[src/rtl/hwpe_stream_burst_source_if.sv]
// HWPE-Stream handshake bundle: valid/ready with data and byte strobes.
interface hwpe_stream_intf_stream #(
  parameter int unsigned DATA_WIDTH = 32
) ();
  logic                    valid;
  logic                    ready;
  logic [DATA_WIDTH-1:0]   data;
  logic [DATA_WIDTH/8-1:0] strb;

  modport source (output valid, data, strb, input ready);
  modport sink   (input valid, data, strb, output ready);
  modport master (output valid, data, strb, input ready);
  modport slave  (input valid, data, strb, output ready);
endinterface

[src/rtl/hwpe_stream_burst_source.sv]
// Programmable HWPE-Stream burst source: len_i beats of seed + k*stride (or Galois LFSR with HWPE_STREAM_BURST_SOURCE_LFSR_EN).
// Latency: first beat valid 1 cycle after start_i, then 1 beat/cycle under sustained tx.ready.
// Backpressure: valid and data hold stable while tx.ready=0; tx.ready never reaches tx.valid combinationally.
module hwpe_stream_burst_source #(
  parameter int unsigned DATA_WIDTH = 32,
  parameter int unsigned LEN_WIDTH  = 16
) (
  input  logic                   clk_i,
  input  logic                   rst_ni,
  input  logic                   clear_i,
  input  logic                   start_i,
  input  logic [LEN_WIDTH-1:0]   len_i,
  input  logic [DATA_WIDTH-1:0]  seed_i,
  input  logic [DATA_WIDTH-1:0]  stride_i,
`ifdef HWPE_STREAM_BURST_SOURCE_LFSR_EN
  input  logic                   lfsr_mode_i,
`endif
  output logic                   busy_o,
  output logic                   done_o,
  output logic [LEN_WIDTH-1:0]   count_o,
  hwpe_stream_intf_stream.source tx
);

  typedef enum logic [1:0] {IDLE, RUN, DONE} state_e;

  typedef struct packed {
    logic [LEN_WIDTH-1:0]  len;
    logic [DATA_WIDTH-1:0] stride;
  } burst_cfg_t;

  state_e                 state_q;
  burst_cfg_t             cfg_q;
  logic [DATA_WIDTH-1:0]  data_q;
  logic [DATA_WIDTH-1:0]  data_nxt;
  logic [DATA_WIDTH-1:0]  seed_eff;
  logic [LEN_WIDTH-1:0]   count_q;
  logic                   valid_q;
  logic                   busy_q;
  logic                   done_q;
  logic                   hs;
  logic                   last_beat;

  assign hs        = valid_q & tx.ready;
  assign last_beat = (count_q == cfg_q.len - LEN_WIDTH'(1));

`ifdef HWPE_STREAM_BURST_SOURCE_LFSR_EN
  localparam logic [DATA_WIDTH-1:0] LFSR_POLY = DATA_WIDTH'(32'h8020_0003);

  logic lfsr_q;

  // An all-zero LFSR state would lock up, so a zero seed starts from 1.
  always_comb begin
    seed_eff = seed_i;
    if (lfsr_mode_i && (seed_i == '0)) seed_eff = DATA_WIDTH'(1);
    data_nxt = data_q + cfg_q.stride;
    if (lfsr_q) begin
      data_nxt = {data_q[DATA_WIDTH-2:0], 1'b0} ^ (data_q[DATA_WIDTH-1] ? LFSR_POLY : '0);
    end
  end

  always_ff @(posedge clk_i or negedge rst_ni) begin
    if (!rst_ni) begin
      lfsr_q <= 1'b0;
    end else if (clear_i) begin
      lfsr_q <= 1'b0;
    end else if ((state_q == IDLE) && start_i) begin
      lfsr_q <= lfsr_mode_i;
    end
  end
`else
  assign seed_eff = seed_i;
  assign data_nxt = data_q + cfg_q.stride;
`endif

  always_ff @(posedge clk_i or negedge rst_ni) begin
    if (!rst_ni) begin
      state_q <= IDLE;
      cfg_q   <= '0;
      data_q  <= '0;
      count_q <= '0;
      valid_q <= 1'b0;
      busy_q  <= 1'b0;
      done_q  <= 1'b0;
    end else if (clear_i) begin
      state_q <= IDLE;
      cfg_q   <= '0;
      data_q  <= '0;
      count_q <= '0;
      valid_q <= 1'b0;
      busy_q  <= 1'b0;
      done_q  <= 1'b0;
    end else begin
      unique case (state_q)
        IDLE: begin
          if (start_i) begin
            cfg_q.len    <= len_i;
            cfg_q.stride <= stride_i;
            data_q       <= seed_eff;
            count_q      <= '0;
            if (len_i != '0) begin
              state_q <= RUN;
              valid_q <= 1'b1;
              busy_q  <= 1'b1;
            end else begin
              state_q <= DONE;
              done_q  <= 1'b1;
            end
          end
        end
        RUN: begin
          if (hs) begin
            data_q  <= data_nxt;
            count_q <= count_q + LEN_WIDTH'(1);
            if (last_beat) begin
              state_q <= DONE;
              valid_q <= 1'b0;
              busy_q  <= 1'b0;
              done_q  <= 1'b1;
            end
          end
        end
        DONE: begin
          done_q  <= 1'b0;
          state_q <= IDLE;
        end
        default: begin
          state_q <= IDLE;
        end
      endcase
    end
  end

  assign tx.valid = valid_q;
  assign tx.data  = data_q;
  assign tx.strb  = '1;
  assign busy_o   = busy_q;
  assign done_o   = done_q;
  assign count_o  = count_q;

endmodule

[src/flat_wrapper.sv]
// flat-port wrapper written by rule: the top's interface ports become plain ports
module hwpe_stream_burst_source_flat 
#(
  parameter int unsigned DATA_WIDTH = 32,
  parameter int unsigned LEN_WIDTH  = 16
)
  (clk_i, rst_ni, clear_i, start_i, len_i, seed_i, stride_i, busy_o, done_o, count_o, tx_valid, tx_data, tx_strb, tx_ready);
  hwpe_stream_intf_stream #(.DATA_WIDTH(DATA_WIDTH)) tx_i ();
  input  logic clk_i;
  input  logic rst_ni;
  input  logic clear_i;
  input  logic start_i;
  input  logic [LEN_WIDTH-1:0] len_i;
  input  logic [DATA_WIDTH-1:0] seed_i;
  input  logic [DATA_WIDTH-1:0] stride_i;
  output logic busy_o;
  output logic done_o;
  output logic [LEN_WIDTH-1:0] count_o;
  output wire logic [$bits(tx_i.valid)-1:0] tx_valid;
  output wire logic [$bits(tx_i.data)-1:0] tx_data;
  output wire logic [$bits(tx_i.strb)-1:0] tx_strb;
  input wire logic [$bits(tx_i.ready)-1:0] tx_ready;
  assign tx_valid = tx_i.valid;
  assign tx_data = tx_i.data;
  assign tx_strb = tx_i.strb;
  assign tx_i.ready = tx_ready;
  hwpe_stream_burst_source #(.DATA_WIDTH(DATA_WIDTH), .LEN_WIDTH(LEN_WIDTH)) u_core (.clk_i(clk_i), .rst_ni(rst_ni), .clear_i(clear_i), .start_i(start_i), .len_i(len_i), .seed_i(seed_i), .stride_i(stride_i), .busy_o(busy_o), .done_o(done_o), .count_o(count_o), .tx(tx_i));
endmodule
[config.mk]
export PLATFORM = sky130hd
export DESIGN_NAME = hwpe_stream_burst_source_flat
export DESIGN_NICKNAME = d
export VERILOG_FILES = /design/src/rtl/hwpe_stream_burst_source_if.sv /design/src/rtl/hwpe_stream_burst_source.sv /design/src/flat_wrapper.sv
export SDC_FILE = /design/constraint.sdc
export NUM_CORES = 1
export LEC_CHECK = 0
export CAP_MARGIN = 20
export CORE_MARGIN = 2
export CORE_UTILIZATION = 47
export CTS_CLUSTER_DIAMETER = 120
export DETAILED_ROUTE_END_ITERATION = 10
export GPL_ROUTABILITY_DRIVEN = 0
export PLACE_DENSITY = 0.8
export SYNTH_ARGS = -nofsm -noshare
export SYNTH_HDL_FRONTEND = slang
export SYNTH_SLANG_ARGS = --single-unit
[constraint.sdc]
create_clock -name clk_i -period 2.7 [get_ports clk_i]
set_input_delay 0.27 -clock clk_i [delete_from_list [all_inputs] [get_ports clk_i]]
set_output_delay 0.27 -clock clk_i [all_outputs]
set_load 0.1 [all_outputs]
# Word-level counts from Yosys, hierarchy flattened
# Cells that the tools add are included.
[word_totals] register_bits=100 inputBits=85 output_inout_bits=55 wordCells=59
[classes] n_addsub=3 n_eq_ne=8 n_mux=29 n_bitwise=1 n_reduce_logical=11
[ops] operator="$mux 48" n=3
[ops] operator="$mux 32" n=3
[ops] operator="$pmux 32 s2" n=1
[ops] operator="$mux 16" n=3
[ops] operator="$add 32x32->32" n=1
[ops] operator="$pmux 16 s2" n=1
[ops] operator="$add 16x1->16 const B" n=1
[ops] operator="$eq 16x16->1" n=1
[ops] operator="$reduce_bool 16->1" n=1
[ops] operator="$sub 16x1->16 const B" n=1
[ops] operator="$mux 1" n=10
[ops] operator="$mux 2" n=5
[ops] operator="$reduce_and 5->1" n=2
[ops] operator="$ne 3x2->1 const B" n=3
[ops] operator="$ne 3x3->1 const B" n=2
[ops] operator="$reduce_and 3->1" n=2
[ops] operator="$pmux 2 s2" n=1
[ops] operator="$reduce_bool 2->1" n=2
[ops] operator="$reduce_bool 4->1" n=1
[ops] operator="$pmux 1 s3" n=1
[ops] operator="$reduce_bool 3->1" n=1
[ops] operator="$eq 2x1->1 const B" n=1
[ops] operator="$eq 2x2->1 const B" n=1
[ops] operator="$logic_not 2->1" n=1
[ops] operator="other kinds (3)" n=3

# Longest topological paths before layout
# Gate-level depths: netlist of the first run.
[depth] ltp_word=6 mapped_depth=12 depth_no_buf=11

# Worst setup path before layout of the first run
# OpenSTA, ideal clock, no wires.
[synth_path] path_kind="register to register" from="reg u_core.data_q[0] (netlist: u_core.tx.data[0])" to="reg u_core.data_q[24] (netlist: u_core.tx.data[24])" setup_time_ns=0.078 t_arrival_ns=3.169 required_ns=2.622 setup_slack_ns=-0.547 stages_incl_launch_ff=12 path_buffers=0 synth_period_minus_slack_ns=3.247 cell_sequence="dfrtp_1 ha_1 inv_1 fa_1 nor2b_1 o31a_1 o211ai_1 a2111o_1 nand3_1 a41oi_1 mux2_2 a21oi_1"
[synth_via] elab_chain_cells=4
[synth_rtl] item="from (decl)" line_no="hwpe_stream_burst_source.sv:33" source="logic [DATA_WIDTH-1:0] data_q;"
[synth_rtl] item="from (signal assigned)" line_no="hwpe_stream_burst_source.sv:112" source="data_q <= data_nxt;"
[synth_rtl] item="$add 32x32->32" line_no="hwpe_stream_burst_source.sv:72" source="assign data_nxt = data_q + cfg_q.stride;"
[synth_rtl] item="$mux 32" line_no="hwpe_stream_burst_source.sv:111" source="if (hs) begin"
[synth_rtl] item="$pmux 32 s2" line_no="hwpe_stream_burst_source.sv:93" source="unique case (state_q)"
[synth_rtl] item="$mux 32" line_no="hwpe_stream_burst_source.sv:84" source="end else if (clear_i) begin"
# Every way passes these cells. The select of a mux whose other input is x is not followed.
# A chain may end at the register's enable or synchronous reset.

# Worst setup path in the final report of the first run
[layout_path] from="reg u_core.data_q[12] (netlist: u_core.tx.data[12])" to="reg u_core.data_q[31] (netlist: u_core.tx.data[31])"
# The elaborated chain is that of the path after synthesis.

==> results of run 1 <==
[final timing paths]
check / start / end / slack, ns
max: u_core.tx.data[12] / u_core.tx.data[31] / 0.05
min: rst_ni / u_core.cfg_q[4] / 0.47
max reg2reg: u_core.tx.data[12] / u_core.tx.data[31] / 0.05
min reg2reg: u_core.tx.data[4] / u_core.tx.data[4] / 0.52
max in group asynchronous: rst_ni / u_core.tx.data[16] / 1.41
min in group clk_i: stride_i[19] / u_core.cfg_q[19] / 0.47
[logic make-up after synthesis]
logic type	after synthesis
mux	19
other cells	1
fa+ha+maj	37
simple gates	216
buf+inv	59
xor+xnor	54
compound gates	237
flops	100
[sequential cells by signal, summed over array words and instances (netlist names)]
| register | count |
|---|---|
| u_core.cfg_q | 48 |
| u_core.count_o | 16 |
| u_core.done_o | 1 |
| u_core.state_q | 2 |
| u_core.tx.data | 32 |
| u_core.tx.valid | 1 |
[synth_stat cells (all sizes together) (16+ instances only)]
cell	number
nand2	66
a22o	46
nand3	20
dfrtp	100
ha	36
a21oi	54
nor2	48
xor2	33
a21o	16
inv	16
clkbuf	33
o21ai	55
mux2i	17
xnor2	21
[repair_timing]
item | CTS | global route
pin swaps | 2 | 19
endpoints found under the setup margin | 8 | 21
hold endpoints to repair | 44 | 0
buffers inserted | 0 | 8
hold buffers | 1 | 0
resized for setup | 6 | 27
[final cells by class]
cell class                      count  area (um2)
Fill cell                        1163        4970
Multi-Input combinational cell    567        4080
Sequential cell                   100        2560
Timing Repair Buffer              186        1610
Clock buffer                       11         233
Tap cell                          180         225
Inverter                           16        60.1
Clock inverter                      5        38.8
[where the power goes]
group | internal, W | leakage (nW) | switching, W | total [W]
clock network | 0.000632 | 0.130 | 0.000612 | 0.00124
logic | 0.00188 | 2.54 | 0.00387 | 0.00575
registers | 0.00193 | 1.30 | 0.000420 | 0.00235
[metrics by stage]
| step | hold slack, ns | instances | TNS (ns) |
|---|---|---|---|
| after floorplan | -0.0256 | 726 | -0.0995 |
| after global placement | 0.322 | 1040 | -0.250 |
| after detailed placement | 0.328 | 1040 | -1.03 |
| after CTS | 0.466 | 1057 | 0 |
| after global routing | 0.498 | 1065 | -0.214 |
| final | 0.467 | 1065 | 0 |
[layer usage]
| metal | share of wire, % | track usage (%) | wire length, um | vias up |
|---|---|---|---|---|
| li1 | - | - | - | 2965 |
| met1 | 45 | 35.5 | 8730 | 2974 |
| met2 | 46 | 41.6 | 9030 | 222 |
| met3 | 5.6 | 4.03 | 1110 | 49 |
| met4 | 3.8 | 12.6 | 748 | 0 |
| met5 | 0 | 0 | 0 | - |
==> impl_metrics.tcl, run 1 <==
set metrics [dict create \
    grt_max_degree 48 \
    drc 0 \
    finalNetCount 1002 \
    synth-seq-cells 100 \
    cts_root_buf "clkbuf_16" \
    yosysSeqAreaShare_pct 38.2 \
    critPathRequiredTime_ns 2.95 \
    slew_headroom_pct 54.0 \
    antenna_found_initial 0 \
    status "completed" \
    cts-htree-levels 3 \
    path_delay_family "simple AND/OR/NAND/NOR gates" \
    core-area_um2 13800 \
    worst_slew_pin_slew_ns 0.687 \
    yosys.area.top_type "dfrtp_1" \
    r2r.worst_path.cells 9 \
    end_kind "register" \
    synth_top_flop_cell "dfrtp_1" \
    cts.sinks 100 \
    place_area_um2 8330 \
    crit_arrival_ns 2.90 \
    yosysWarnings 0 \
    die-area_um2 14900 \
    hold_viol 0 \
    path_depth 9 \
    max_freq_mhz 377 \
    wirelength_mm 19.6 \
    fin_area_um2 8800 \
    yosysTopAreaCellShare_pct 38.2 \
    synth_top_family_by_area "compound AO/OA/AOI/OAI gates" \
    drv_slew 0 \
    synth-compound-area-share_pct 24.4 \
    synthToLayoutAreaGrowth_pct 34.2 \
    vdd_drop_max_mv 1.12 \
    fin_crit_sh_pct 98.2 \
    hp-class "primary input to async pin" \
    synth_edf_count 0 \
    final_cell_mix "buf_4, clkdlybuf4s50_1, dfrtp_1" \
    cpPeakStageDelay_ns 0.49 \
    synth_simple_gate_area_share_pct 16.4 \
    rsz0062_at_grt "true" \
    synth_cells 723 \
    drv_cap 0 \
    cts_tree "done" \
    min_period_ns 2.65 \
    clock_path_buffers 2 \
    dp.final_hpwl_mm 14.5 \
    grt_first_pass_wirelength_mm 30.5 \
    dr.pass1.iters 5 \
    cp_max_fo 4 \
    vias 6210 \
    synth-xor-area-share_pct 7.21 \
    start_kind "register" \
    finClkSkew_ns 0.00972 \
    power_w 0.00934 \
    layout-drive-gt1-share_pct 21.8 \
    p_per_area_nw_per_um2 1060 \
    diodes 0 \
    crit_type "register to register" \
    grt_pass1_vias 5915 \
    die_w_um 122 \
    utilization_pct 63.9 \
    routedWlPerCell_um 18.4 \
    synth_adder_area_share_pct 7.17 \
    async_reset_ff_share_pct 100 \
    synth.top_cells.by_area "dfrtp_1, ha_1, a22o_1" \
    cts_buffers 9 \
    synth_mux_area_share_pct 2.94 \
    ant_nets 0 \
    avgSynthCellArea_um2 9.07 \
    grt-ovfl-total 0 \
    dieHeight_um 122 \
    gr-usage-all-layers_pct 26.3 \
    layout_commonest_cell "buf_4" \
    crit_buf_inv 0 \
    synth_cell_types 61 \
    p_leak_nw 3.97 \
    ios 140 \
    initial_core_util_pct 47.6 \
    finalSetupViolCount 0 \
    crit_top_cell "or3_4" \
    synth_area_um2 6560 \
    crit_chain "ha_4, nand2_1, or3_4, or3_4, o221ai_2, a21oi_2, o31ai_2, mux2i_1, a211o_1" \
    cp_slowest_cell "dfrtp_4" \
    rows 43 \
    clkTransAtPathRegs_ns 0.07 \
    port_buffers 135 \
    viasPerCell 5.83 \
    initialDrtViolationCount 418 \
    fin_ws_ns 0.0473 \
    place_ws_ns -0.335 \
    insertion_delay_ns 0.36 \
]
(Power assumes the default switching activity.)
==> run 2: changes to the inputs <==
--- a/config.mk
+++ b/config.mk
@@ -11,7 +11,7 @@
 export CTS_CLUSTER_DIAMETER = 120
 export DETAILED_ROUTE_END_ITERATION = 10
 export GPL_ROUTABILITY_DRIVEN = 0
-export PLACE_DENSITY = 0.8
+export PLACE_DENSITY = 0.79
 export SYNTH_ARGS = -nofsm -noshare
 export SYNTH_HDL_FRONTEND = slang
 export SYNTH_SLANG_ARGS = --single-unit
==> run 2 against run 1 <==
  * Final area down 0.60%
  * Non-clock buffer count shrank 13
  * Largest cell class unchanged
  * Wire length rose by 2.6%
  * Register-to-register slack worse by 0.02 ns
  * Fmax shrank 0.75%
==> impl_metrics.tcl, run 2 (synthesis gave the netlist of run 1 again) <==
set metrics [dict create \
    cts-htree-levels 3 \
    p_per_area_nw_per_um2 1080 \
    drc 0 \
    diodes 0 \
    wirelength_mm 20.1 \
    cts.sinks 100 \
    use_met1_pct 34.9 \
    layout_commonest_cell "buf_4" \
    use_met3_pct 5.29 \
    die-area_um2 14900 \
    cts_buffers 9 \
    dieHeight_um 122 \
    synthToLayoutAreaGrowth_pct 33.4 \
    finClkSkew_ns 0.0108 \
    vdd_drop_max_mv 0.733 \
    place_area_um2 8280 \
    grt_first_pass_wirelength_mm 31.7 \
    initialDrtViolationCount 520 \
    antenna_found_initial 0 \
    reg2reg_slack_ns 0.03 \
    largest-register "u_core.cfg_q" \
    ant_nets 0 \
    final_cell_mix "buf_4, clkdlybuf4s50_1, dfrtp_1" \
    slew_headroom_pct 48.8 \
    fin_area_um2 8750 \
    p_leak_nw 3.93 \
    grt_max_degree 72 \
    fin_crit_sh_pct 99.0 \
    hp-class "primary input to async pin" \
    min_period_ns 2.67 \
    routedWlPerCell_um 19.1 \
    layout-drive-gt1-share_pct 20.8 \
    max_freq_mhz 374 \
    initial_core_util_pct 47.6 \
    hold_viol 0 \
    finalSetupViolCount 0 \
    gr-usage-all-layers_pct 27.2 \
    r2r.worst_path.cells 9 \
    viasPerCell 6.11 \
    critPathRequiredTime_ns 2.94 \
    dr.pass1.iters 5 \
    worst_slew_pin_slew_ns 0.765 \
    port_buffers 135 \
    vias 6429 \
    use_met2_pct 45.1 \
    cts_root_buf "clkbuf_16" \
    core-area_um2 13800 \
    grt_pass1_vias 6329 \
    clock_path_buffers 2 \
    die_w_um 122 \
    cp_max_fo 3 \
    layout.cells.non_filler 1052 \
    clkTransAtPathRegs_ns 0.07 \
    grt.busiest_layer "met2" \
    insertion_delay_ns 0.36 \
    dp.cells 1030 \
    rsz0062_at_grt "true" \
    dp.final_hpwl_mm 14.6 \
    grt-ovfl-total 0 \
    drv_cap 0 \
    rows 43 \
    timing.rr.end "u_core.tx.data[29]" \
    start_kind "register" \
    finalNetCount 989 \
    r2r_start "u_core.tx.data[16]" \
    crit_type "register to register" \
    cts_tree "done" \
    status "completed" \
    ios 140 \
    crit_arrival_ns 2.91 \
    largest_reg_flops 48 \
    end_kind "register" \
    drv_slew 0 \
]
## run 2: worst max-delay path by stage
stage,from,endpoint,slack [ns]
2_1_floorplan,u_core.tx.data[9],u_core.tx.data[31],-0.07
3_3_place_gp,u_core.tx.data[12],u_core.tx.data[25],0.009
3_5_place_dp,u_core.cfg_q[33],u_core.tx.valid,-0.06
4_1_cts,u_core.tx.data[16],u_core.tx.data[29],-0.01
5_1_grt,u_core.tx.data[16],u_core.tx.data[29],-0.14
6_report,u_core.tx.data[16],u_core.tx.data[29],0.03
## run 2: area by class of cell
type,count,area (um2)
Clock inverter,5,60.1
Clock buffer,11,243
Tap cell,180,225
Timing Repair Buffer,173,1530
Inverter,16,60.1
Multi-Input combinational cell,567,4070
Fill cell,1174,5020
Sequential cell,100,2560
## run 2: where the power goes
group	switching, W	internal (W)
combinational	0.00389	0.00184
clock	0.000600	0.000748
sequential	0.000431	0.00193
## run 2: timing repair
item                       CTS  global route
setup buffers                1             4
hold buffers                 1             0
hold endpoints to repair    29             0
pin swaps                    2            13
setup endpoints to repair   10            18
gates resized for setup      9            23
## run 2: per-layer routing
layer  vias up  part of all wire [%]
li1       2945                     -
met1      3164                    42
met2       280                    48
met3        40                   6.7
met4         0                   2.9
met5         -                     0
## run 2: critical path, cell delays in order (launching register included)
cell	delay [ns]
dfrtp_4	0.49
ha_1	0.31
a211oi_1	0.25
o21bai_1	0.16
o21ai_0	0.27
a211oi_2	0.17
a2111oi_2	0.52
nor3_2	0.11
xnor2_1	0.18
o22ai_1	0.09
## run 2: per-stage QoR
step / setup slack [ns] / hold slack (ns) / util [%] / total power [W] / TNS (ns)
floorplan: -0.0729 / -0.0256 / - / 0.00642 / -0.0995
CTS: -0.0143 / 0.418 / 62.7 / 0.00930 / -0.0143
detailed placement: -0.0637 / 0.239 / 60.1 / 0.00789 / -0.130
finish: 0.0273 / 0.399 / 63.5 / 0.00944 / 0
global route: -0.138 / 0.440 / 63.5 / 0.00994 / -0.291
global placement: 0.00854 / 0.230 / 60.1 / 0.00775 / 0
